## src/rtl/assert_pkg.sv

```systemverilog
// Shared types and constants for the assertion verdict tracker.
package assert_pkg;

  localparam int CNT_W_DEF = 16;
  localparam int LAT_W_DEF = 4;

  localparam int ERR_TIMEOUT  = 0;
  localparam int ERR_OVERLAP  = 1;
  localparam int ERR_BOTH     = 2;
  localparam int ERR_SPURIOUS = 3;

  typedef enum logic {
    IDLE = 1'b0,
    WAIT = 1'b1
  } state_e;

endpackage

```

## src/rtl/sat_counter.sv

```systemverilog
// Saturating up-counter with synchronous clear; clear beats a same-cycle increment.
module sat_counter #(
  parameter int W = 16
) (
  input  logic         clk,
  input  logic         rst_n,
  input  logic         clr,
  input  logic         inc,
  output logic [W-1:0] count
);

  logic [W-1:0] cnt_q, cnt_d;

  always_comb begin
    cnt_d = cnt_q;
    if (clr)
      cnt_d = '0;
    else if (inc && (cnt_q != '1))
      cnt_d = cnt_q + W'(1);
  end

  always_ff @(posedge clk) begin
    if (!rst_n) cnt_q <= '0;
    else        cnt_q <= cnt_d;
  end

  assign count = cnt_q;

endmodule

```

## src/rtl/assert_verdict_tracker.sv

```systemverilog
// Pairs checker attempts with their match/fail verdicts, measures latency and flags anomalies.
// Optional macro ASSERT_VERDICT_LAT_STATS_EN adds lat_min/lat_max tracking of pass latencies.
//
// state | meaning
// IDLE  | no attempt in flight
// WAIT  | attempt started, waiting for match/fail or timeout
module assert_verdict_tracker
  import assert_pkg::*;
#(
  parameter int CNT_W   = CNT_W_DEF,
  parameter int LAT_W   = LAT_W_DEF,
  parameter int TIMEOUT = 8
) (
  input  logic             clk,
  input  logic             rst_n,
  input  logic             en,
  input  logic             match,
  input  logic             fail,
  input  logic             clr,
  output logic             pending,
  output logic             verdict_valid,
  output logic             verdict,
  output logic [LAT_W-1:0] verdict_lat,
  output logic [CNT_W-1:0] pass_cnt,
  output logic [CNT_W-1:0] fail_cnt,
  output logic [CNT_W-1:0] attempt_cnt,
  output logic             err_pulse,
  output logic [3:0]       err_code
`ifdef ASSERT_VERDICT_LAT_STATS_EN
  ,
  output logic [LAT_W-1:0] lat_min,
  output logic [LAT_W-1:0] lat_max
`endif
);

  state_e           state_q, state_d;
  logic [LAT_W-1:0] lat_q, lat_d;
  logic             verdict_valid_q, verdict_valid_d;
  logic             verdict_q, verdict_d;
  logic [LAT_W-1:0] verdict_lat_q, verdict_lat_d;
  logic             err_pulse_q, err_pulse_d;
  logic [3:0]       err_code_q, err_code_d;
  logic [3:0]       err_set;
  logic             inc_pass, inc_fail, inc_att;
  logic             got_verdict, timed_out, done;

  // A verdict (or timeout) closes the current attempt, which is what allows a same-cycle restart.
  assign got_verdict = (state_q == WAIT) && (match || fail);
  assign timed_out   = (state_q == WAIT) && !(match || fail) && (lat_q == LAT_W'(TIMEOUT));
  assign done        = got_verdict || timed_out;

  always_ff @(posedge clk) begin
    if (!rst_n) begin
      state_q         <= IDLE;
      lat_q           <= '0;
      verdict_valid_q <= 1'b0;
      verdict_q       <= 1'b0;
      verdict_lat_q   <= '0;
      err_pulse_q     <= 1'b0;
      err_code_q      <= '0;
    end else begin
      state_q         <= state_d;
      lat_q           <= lat_d;
      verdict_valid_q <= verdict_valid_d;
      verdict_q       <= verdict_d;
      verdict_lat_q   <= verdict_lat_d;
      err_pulse_q     <= err_pulse_d;
      err_code_q      <= err_code_d;
    end
  end

  always_comb begin
    state_d = state_q;
    lat_d   = lat_q;
    case (state_q)
      IDLE: begin
        if (en) begin
          state_d = WAIT;
          lat_d   = LAT_W'(1);
        end
      end
      WAIT: begin
        if (done) begin
          if (en) begin
            lat_d = LAT_W'(1);
          end else begin
            state_d = IDLE;
            lat_d   = '0;
          end
        end else begin
          lat_d = lat_q + LAT_W'(1);
        end
      end
      default: begin
        state_d = IDLE;
        lat_d   = '0;
      end
    endcase
  end

  always_comb begin
    verdict_valid_d = done;
    verdict_d       = verdict_q;
    verdict_lat_d   = verdict_lat_q;
    inc_pass        = 1'b0;
    inc_fail        = 1'b0;
    inc_att         = en && ((state_q == IDLE) || done);
    err_set         = '0;
    if (state_q == IDLE) begin
      err_set[ERR_SPURIOUS] = match || fail;
    end else begin
      if (fail) begin
        verdict_d          = 1'b0;
        verdict_lat_d      = lat_q;
        inc_fail           = 1'b1;
        err_set[ERR_BOTH]  = match;
      end else if (match) begin
        verdict_d     = 1'b1;
        verdict_lat_d = lat_q;
        inc_pass      = 1'b1;
      end else if (timed_out) begin
        verdict_d            = 1'b0;
        verdict_lat_d        = LAT_W'(TIMEOUT);
        inc_fail             = 1'b1;
        err_set[ERR_TIMEOUT] = 1'b1;
      end
      err_set[ERR_OVERLAP] = en && !done;
    end
    err_pulse_d = |err_set;
    err_code_d  = clr ? 4'b0 : (err_code_q | err_set);
  end

  sat_counter #(.W(CNT_W)) u_pass_cnt (
    .clk(clk), .rst_n(rst_n), .clr(clr), .inc(inc_pass), .count(pass_cnt)
  );
  sat_counter #(.W(CNT_W)) u_fail_cnt (
    .clk(clk), .rst_n(rst_n), .clr(clr), .inc(inc_fail), .count(fail_cnt)
  );
  sat_counter #(.W(CNT_W)) u_attempt_cnt (
    .clk(clk), .rst_n(rst_n), .clr(clr), .inc(inc_att), .count(attempt_cnt)
  );

`ifdef ASSERT_VERDICT_LAT_STATS_EN
  logic [LAT_W-1:0] lat_min_q, lat_min_d, lat_max_q, lat_max_d;

  always_comb begin
    lat_min_d = lat_min_q;
    lat_max_d = lat_max_q;
    if (clr) begin
      lat_min_d = '1;
      lat_max_d = '0;
    end else if (inc_pass) begin
      if (lat_q < lat_min_q) lat_min_d = lat_q;
      if (lat_q > lat_max_q) lat_max_d = lat_q;
    end
  end

  always_ff @(posedge clk) begin
    if (!rst_n) begin
      lat_min_q <= '1;
      lat_max_q <= '0;
    end else begin
      lat_min_q <= lat_min_d;
      lat_max_q <= lat_max_d;
    end
  end

  assign lat_min = lat_min_q;
  assign lat_max = lat_max_q;
`endif

  assign pending       = (state_q == WAIT);
  assign verdict_valid = verdict_valid_q;
  assign verdict       = verdict_q;
  assign verdict_lat   = verdict_lat_q;
  assign err_pulse     = err_pulse_q;
  assign err_code      = err_code_q;

endmodule

```

## config.mk

```make
export PLATFORM = sky130hd
export DESIGN_NAME = assert_verdict_tracker
export DESIGN_NICKNAME = d
export VERILOG_FILES = /design/src/rtl/assert_pkg.sv /design/src/rtl/sat_counter.sv /design/src/rtl/assert_verdict_tracker.sv
export SDC_FILE = /design/constraint.sdc
export NUM_CORES = 1
export LEC_CHECK = 0
export BUFFER_PORTS_ARGS = -buffer_cell sky130_fd_sc_hd__buf_4
export CORE_MARGIN = 1
export CORE_UTILIZATION = 50
export CTS_BUF_LIST = sky130_fd_sc_hd__clkbuf_16
export DETAILED_ROUTE_END_ITERATION = 7
export GPL_TIMING_DRIVEN = 1
export PLACE_DENSITY = 0.76
export SYNTH_ARGS = -nofsm -noshare
export SYNTH_HDL_FRONTEND = slang
export SYNTH_SLANG_ARGS = --single-unit
```

## constraint.sdc

```tcl
create_clock -name clk -period 2 [get_ports clk]
set_input_delay 0.6 -clock clk [delete_from_list [all_inputs] [get_ports clk]]
set_output_delay 0.6 -clock clk [all_outputs]
set_load 0.02 [all_outputs]
```

Yosys cells after proc, flatten, opt, wreduce, memory -nomap -nowiden
Cells that the tools add are included.
{"block": "word_totals", "register_bits": 64, "latch_bits": 0, "ramBits": 0, "rom_bits": 0, "in_bits": 6, "out_inout_bits": 60, "wordCells": 63, "mem_count": 0}
{"block": "classes", "add_sub_neg": 4, "mul": 0, "div_mod_pow": 0, "magnitude_cmp": 0, "n_eq_ne": 5, "shift": 0, "mux": 24, "n_bitwise": 3, "reduce_logical": 17}
{"cell": "16-bit by 1-bit adder with 16-bit output (second input constant)", "n": 3}
{"cell": "16-bit != test (second input constant)", "n": 3}
{"cell": "4-bit two-way mux", "n": 5}
{"cell": "1-bit two-way mux", "n": 16}
{"cell": "1-bit logical AND", "n": 8}
{"cell": "4-bit case mux with 2 select lines", "n": 1}
{"cell": "4-bit by 1-bit adder with 4-bit output (second input constant)", "n": 1}
{"cell": "4-bit == test (second input constant)", "n": 1}
{"cell": "4-bit OR", "n": 1}
{"cell": "4-bit OR reduction", "n": 1}
{"cell": "1-bit logical OR", "n": 3}
{"cell": "3-bit two-way mux", "n": 1}
{"cell": "3-bit nonzero test", "n": 1}
{"cell": "1-bit logical NOT", "n": 2}
{"cell": "2-bit != test (second input constant)", "n": 1}
{"cell": "1-bit inverter", "n": 2}
{"cell": "1-bit case mux with 2 select lines", "n": 1}
{"cell": "2-bit AND reduction", "n": 1}
{"cell": "2-bit OR reduction", "n": 1}

Longest topological paths before layout
{"block": "logic_depth", "word_depth": 9, "mapped_depth": 8}

Hierarchy
Synthesis repeated with hierarchy kept, for this count alone.
{"block": "hier_totals", "cells_unflattened": 357, "area_unflattened_um2": 3359.5}
{"module": "sat_counter", "n_inst": 3, "cells_per_inst": 91, "area_per_inst_um2": 864.6, "seq_area_each_um2": 320.3}
{"module": "assert_verdict_tracker", "n_inst": 1, "cells_per_inst": 84, "area_per_inst_um2": 765.7, "seq_area_each_um2": 320.3}

Worst setup path before layout
OpenSTA, ideal clock, no wires.
{"block": "synth_timing", "path_type": "reg2reg", "startpoint": "reg u_fail_cnt.cnt_q[0], in the netlist u_fail_cnt.count[0]", "endpoint": "reg u_fail_cnt.cnt_q[14], in the netlist u_fail_cnt.count[14]", "t_arrival_ps": 1874, "required_time_ps": 1930, "slack_ps": 56, "stages_incl_launch_ff": 7, "n_path_buf": 1, "synth_period_minus_slack_ps": 1944, "path_cell_list": "dfxtp_1 -> ha_1 -> nand3_2 -> buf_2 -> or3_1 -> or4_1 -> a21oi_1"}
{"block": "synth_via", "elab_chain_len": 2}
{"element": "from (decl)", "line_no": "sat_counter.sv:12", "rtl": "logic [W-1:0] cnt_q, cnt_d;"}
{"element": "from (signal assigned)", "line_no": "sat_counter.sv:24", "rtl": "else cnt_q <= cnt_d;"}
{"element": "branches (longest 2 deep; another with 16-bit by 1-bit adder with 16-bit output)"}
Several ways; the timed one is not identified.
A chain may end at the register's enable or synchronous reset.

Worst setup path after layout
{"block": "layout_timing", "startpoint": "reg lat_q[0]", "endpoint": "reg u_attempt_cnt.cnt_q[3], in the netlist u_attempt_cnt.count[3]"}
{"block": "layout_via", "elab_chain_len": 6}
{"element": "from (decl)", "line_no": "assert_verdict_tracker.sv:37", "rtl": "logic [LAT_W-1:0] lat_q, lat_d;"}
{"element": "from (signal assigned)", "line_no": "assert_verdict_tracker.sv:63", "rtl": "lat_q <= lat_d;"}
{"element": "4-bit == test", "line_no": "assert_verdict_tracker.sv:49", "rtl": "assign timed_out = (state_q == WAIT) && !(match || fail) && (lat_q == LAT_W'(TIMEOUT));"}
{"element": "1-bit logical AND", "line_no": "assert_verdict_tracker.sv:49"}
{"element": "1-bit logical OR", "line_no": "assert_verdict_tracker.sv:50", "rtl": "assign done = got_verdict || timed_out;"}
{"element": "1-bit logical OR", "line_no": "assert_verdict_tracker.sv:107", "rtl": "inc_att = en && ((state_q == IDLE) || done);"}
{"element": "1-bit logical AND", "line_no": "assert_verdict_tracker.sv:107"}
{"element": "1-bit logical AND", "line_no": "sat_counter.sv:18", "rtl": "else if (inc && (cnt_q != '1))"}
{"element": "to (signal assigned)", "line_no": "sat_counter.sv:24"}
{"element": "to (decl)", "line_no": "sat_counter.sv:12"}
No other way between the ends.

==> flow_summary.yaml <==
outcome:
  status: "finished clean"
cells_and_area:
  fillers: 527
  diodes: 0
  drive_gt1_share_pct: 25.7
  layout.nets: 488
  postLayoutCellArea_um2: 4340
  fin_cells: 559
  synthToLayoutAreaGrowth_pct: 31.7
synth:
  ys_types: 54
  yosys_warnings: 0
  synth.area.mux_share_pct: 2.73
  synth_area_um2: 3300
  synthCells: 392
  synth_nets: 403
  synth_area_leader_cell: "dfxtp_1"
  synth_top_family_by_area: "simple AND/OR/NAND/NOR gates"
  seq_area_frac_synth_pct: 38.9
  yosys-top-cells-area: "dfxtp_1 (39%), a21oi_1 (5.8%), o31ai_1 (4.1%)"
  synth-compound-area-share_pct: 20.0
  yosys.area_share.xor_xnor_pct: 0
  synth_top_area_share_pct: 38.9
  synthAdderAreaFrac_pct: 1.90
  ys.flop_type: "dfxtp_1"
  synthArstFlopShare_pct: 0
  synth-edff-count: 0
  syn_area_per_cell_um2: 8.41
  synth-seq-cells: 64
  synthSimpleGateAreaFrac_pct: 32.4
hold_path:
  holdPathEnd: "err_code[3]"
  hold_start: "err_code[3]"
  min_path_type: "flip-flop to flip-flop"
  worstHoldPathCells: 2
clocking:
  cts_buffer_depth: 2
  cts_hold_buf: 0
  cts_sinks: 64
  root_buffer: "clkbuf_16"
  htreeDepth: 3
  cts_buffers: 9
  clk_pin_slew_ps: 60
  clk-insertion-delay-late_ps: 330
  cts_tree: "done"
setup_path:
  required_ps: 2260
  cp_max_fo: 14
  r2r_setup_slack_ps: 130
  reg2reg_from: "lat_q[0]"
  rr_endpoint: "u_attempt_cnt.count[3]"
  cp.arrival_ps: 2130
  crit_type: "flip-flop to flip-flop"
  critPathLaunchType: "flip-flop"
  end_kind: "flip-flop"
  ff2ff_path_depth: 7
placed_design:
  placed_area_um2: 4020
  gp_congestion: 0.894
  portBuffers: 65
  dp_cells: 542
  dp_slack_ps: -65.2
  hpwlAfterDp_mm: 6.17
floorplanning:
  die_h_um: 83.2
  io-pin-count: 66
  die_area_um2: 6920
  initial_core_util_pct: 51.9
  placementRows: 29
  core_area_um2: 6350
  die_x_um: 83.2
timing:
  finalMaxSlewViolations: 0
  finalSetupViolations: 0
  setup_ws_ps: 133
  slew_headroom_pct: 65.9
  skew_ps: 4.28
  tightest_slew_ps: 507
  period_share_pct: 93.4
  final-hold-violation-count: 0
  rsz0062_at_grt: "no"
  min_period_ps: 1870
  clock.fmax_mhz: 536
global_route:
  antenna_found_initial: 0
  grt_use_total_pct: 26.3
  grt-ovfl-total: 0
  grt_pass1_vias: 3149
  grt_max_degree: 22
  grt_pass1_wl_mm: 14.9
pwr:
  ir_drop_mv: 0.615
  powerDensity_nw_per_um2: 715
  power.total_mw: 3.10
  power.leakage_nw: 1.60
detailed_routing:
  first_iter_violations: 309
  wl_per_cell_um: 16.1
  ant_nets: 0
  drt_wl_total_mm: 8.99
  drc_errors: 0
  via_per_inst: 6.26
  wl_met3_um: 476
  highest_layer: "met4"
  dr_total_vias: 3502
  wl_met1_mm: 3.99
  firstDrtPassIters: 5
  route.met2.wl_mm: 4.42
job:
  cap_viol_max_count: 0
-- logic make-up after synthesis --
family          after synthesis
fa+ha+maj                     5
simple gates                181
flops                        64
compound gates              105
mux                           9
buf+inv                      28
-- stage by stage --
step	hold slack, ps	util [%]	TNS, ps
2_1_floorplan	515	-	0
3_3_place_gp	458	63.3	-25.4
3_5_place_dp	475	63.3	-127
4_1_cts	491	68.2	0
5_1_grt	508	68.4	0
6_report	478	68.4	0
-- synthesized netlist by cell type, drive strengths merged, types with 3 or more instances --
master and n:
mux2i 9, nor3 6, nand4 19, buf 13, nor4 14, clkbuf 8
a21oi 38, or4 19, dfxtp 64, and3 7, inv 7, nand2 32
a22oi 4, nand2b 9, o21a 3, o21ai 24, o211ai 4, nand3 16
and4 8, o31ai 18, nand3b 3, or3 12, nor2 24, o31a 3
ha 5
-- what timing repair did --
| item | 4_1_cts | 5_1_grt |
|---|---|---|
| endpoints found under the setup margin | 0 | 6 |
| resized for setup | 0 | 2 |
| setup buffers | 0 | 1 |
-- flip-flops by register name (all words and copies together), names as in the netlist --
register             count
verdict_lat              4
pending                  1
verdict                  1
verdict_valid            1
err_pulse                1
err_code                 4
u_fail_cnt.count        16
lat_q                    4
u_pass_cnt.count        16
u_attempt_cnt.count     16
-- worst max-delay path, stage by stage (launching register included) --
cell and delay, ps:
dfxtp_1 310, inv_1 60, ha_2 210, and3b_2 290, o21ai_2 110, buf_12 150
or4_1 500, a21oi_1 150
-- routing by layer --
metal / GRT usage [%] / vias to the layer above
li1: - / 1689
met1: 33.6 / 1673
met2: 43.6 / 126
met3: 5.77 / 14
met4: 9.25 / 0
met5: 0 / -
-- cell type report --
type,count,area (µm²),area share (%)
Clock buffer,9,225,5.19
Clock inverter,7,87.6,2.02
Inverter,7,26.3,0.605
Multi-Input combinational cell,300,1890,43.4
Sequential cell,64,1280,29.5
Tap cell,77,96.3,2.22
Timing Repair Buffer,95,738,17.0
-- layout by cell type (no fill, tap or decap), types with 3 or more instances in the layout --
master,n
mux2i_1,9
inv_1,8
nor2_1,24
and3_1,7
a21oi_1,38
nand2_1,32
nand2b_1,9
dfxtp_1,63
nand3b_1,3
and4_1,8
nand3_1,15
nand4_1,19
a22oi_1,4
or3_1,12
buf_4,93
or4_1,18
ha_1,4
nor4_1,11
clkbuf_16,9
o31ai_1,18
nor3_1,6
o211ai_1,3
o21ai_0,21
o21a_1,3
-- worst max path at each step --
stage                              startpoint                     end  slack [ps]  cells past startpoint
after floorplan           u_fail_cnt.count[0]    u_fail_cnt.count[14]          60                      6
after global placement                  match    u_fail_cnt.count[14]         -10                      5
after detailed placement                match    u_fail_cnt.count[15]         -70                      5
after CTS                 u_fail_cnt.count[0]    u_fail_cnt.count[14]          70                      5
after global routing      u_fail_cnt.count[1]    u_fail_cnt.count[14]         0.8                      5
final                                lat_q[0]  u_attempt_cnt.count[3]         130                      7
-- power by group --
group          internal, mW  leakage (nW)  switching, mW
Sequential             1.29         0.517        0.00894
Clock                  1.08         0.150          0.570
Combinational        0.0635         0.930         0.0970
Power figures use the tool's default switching activity.
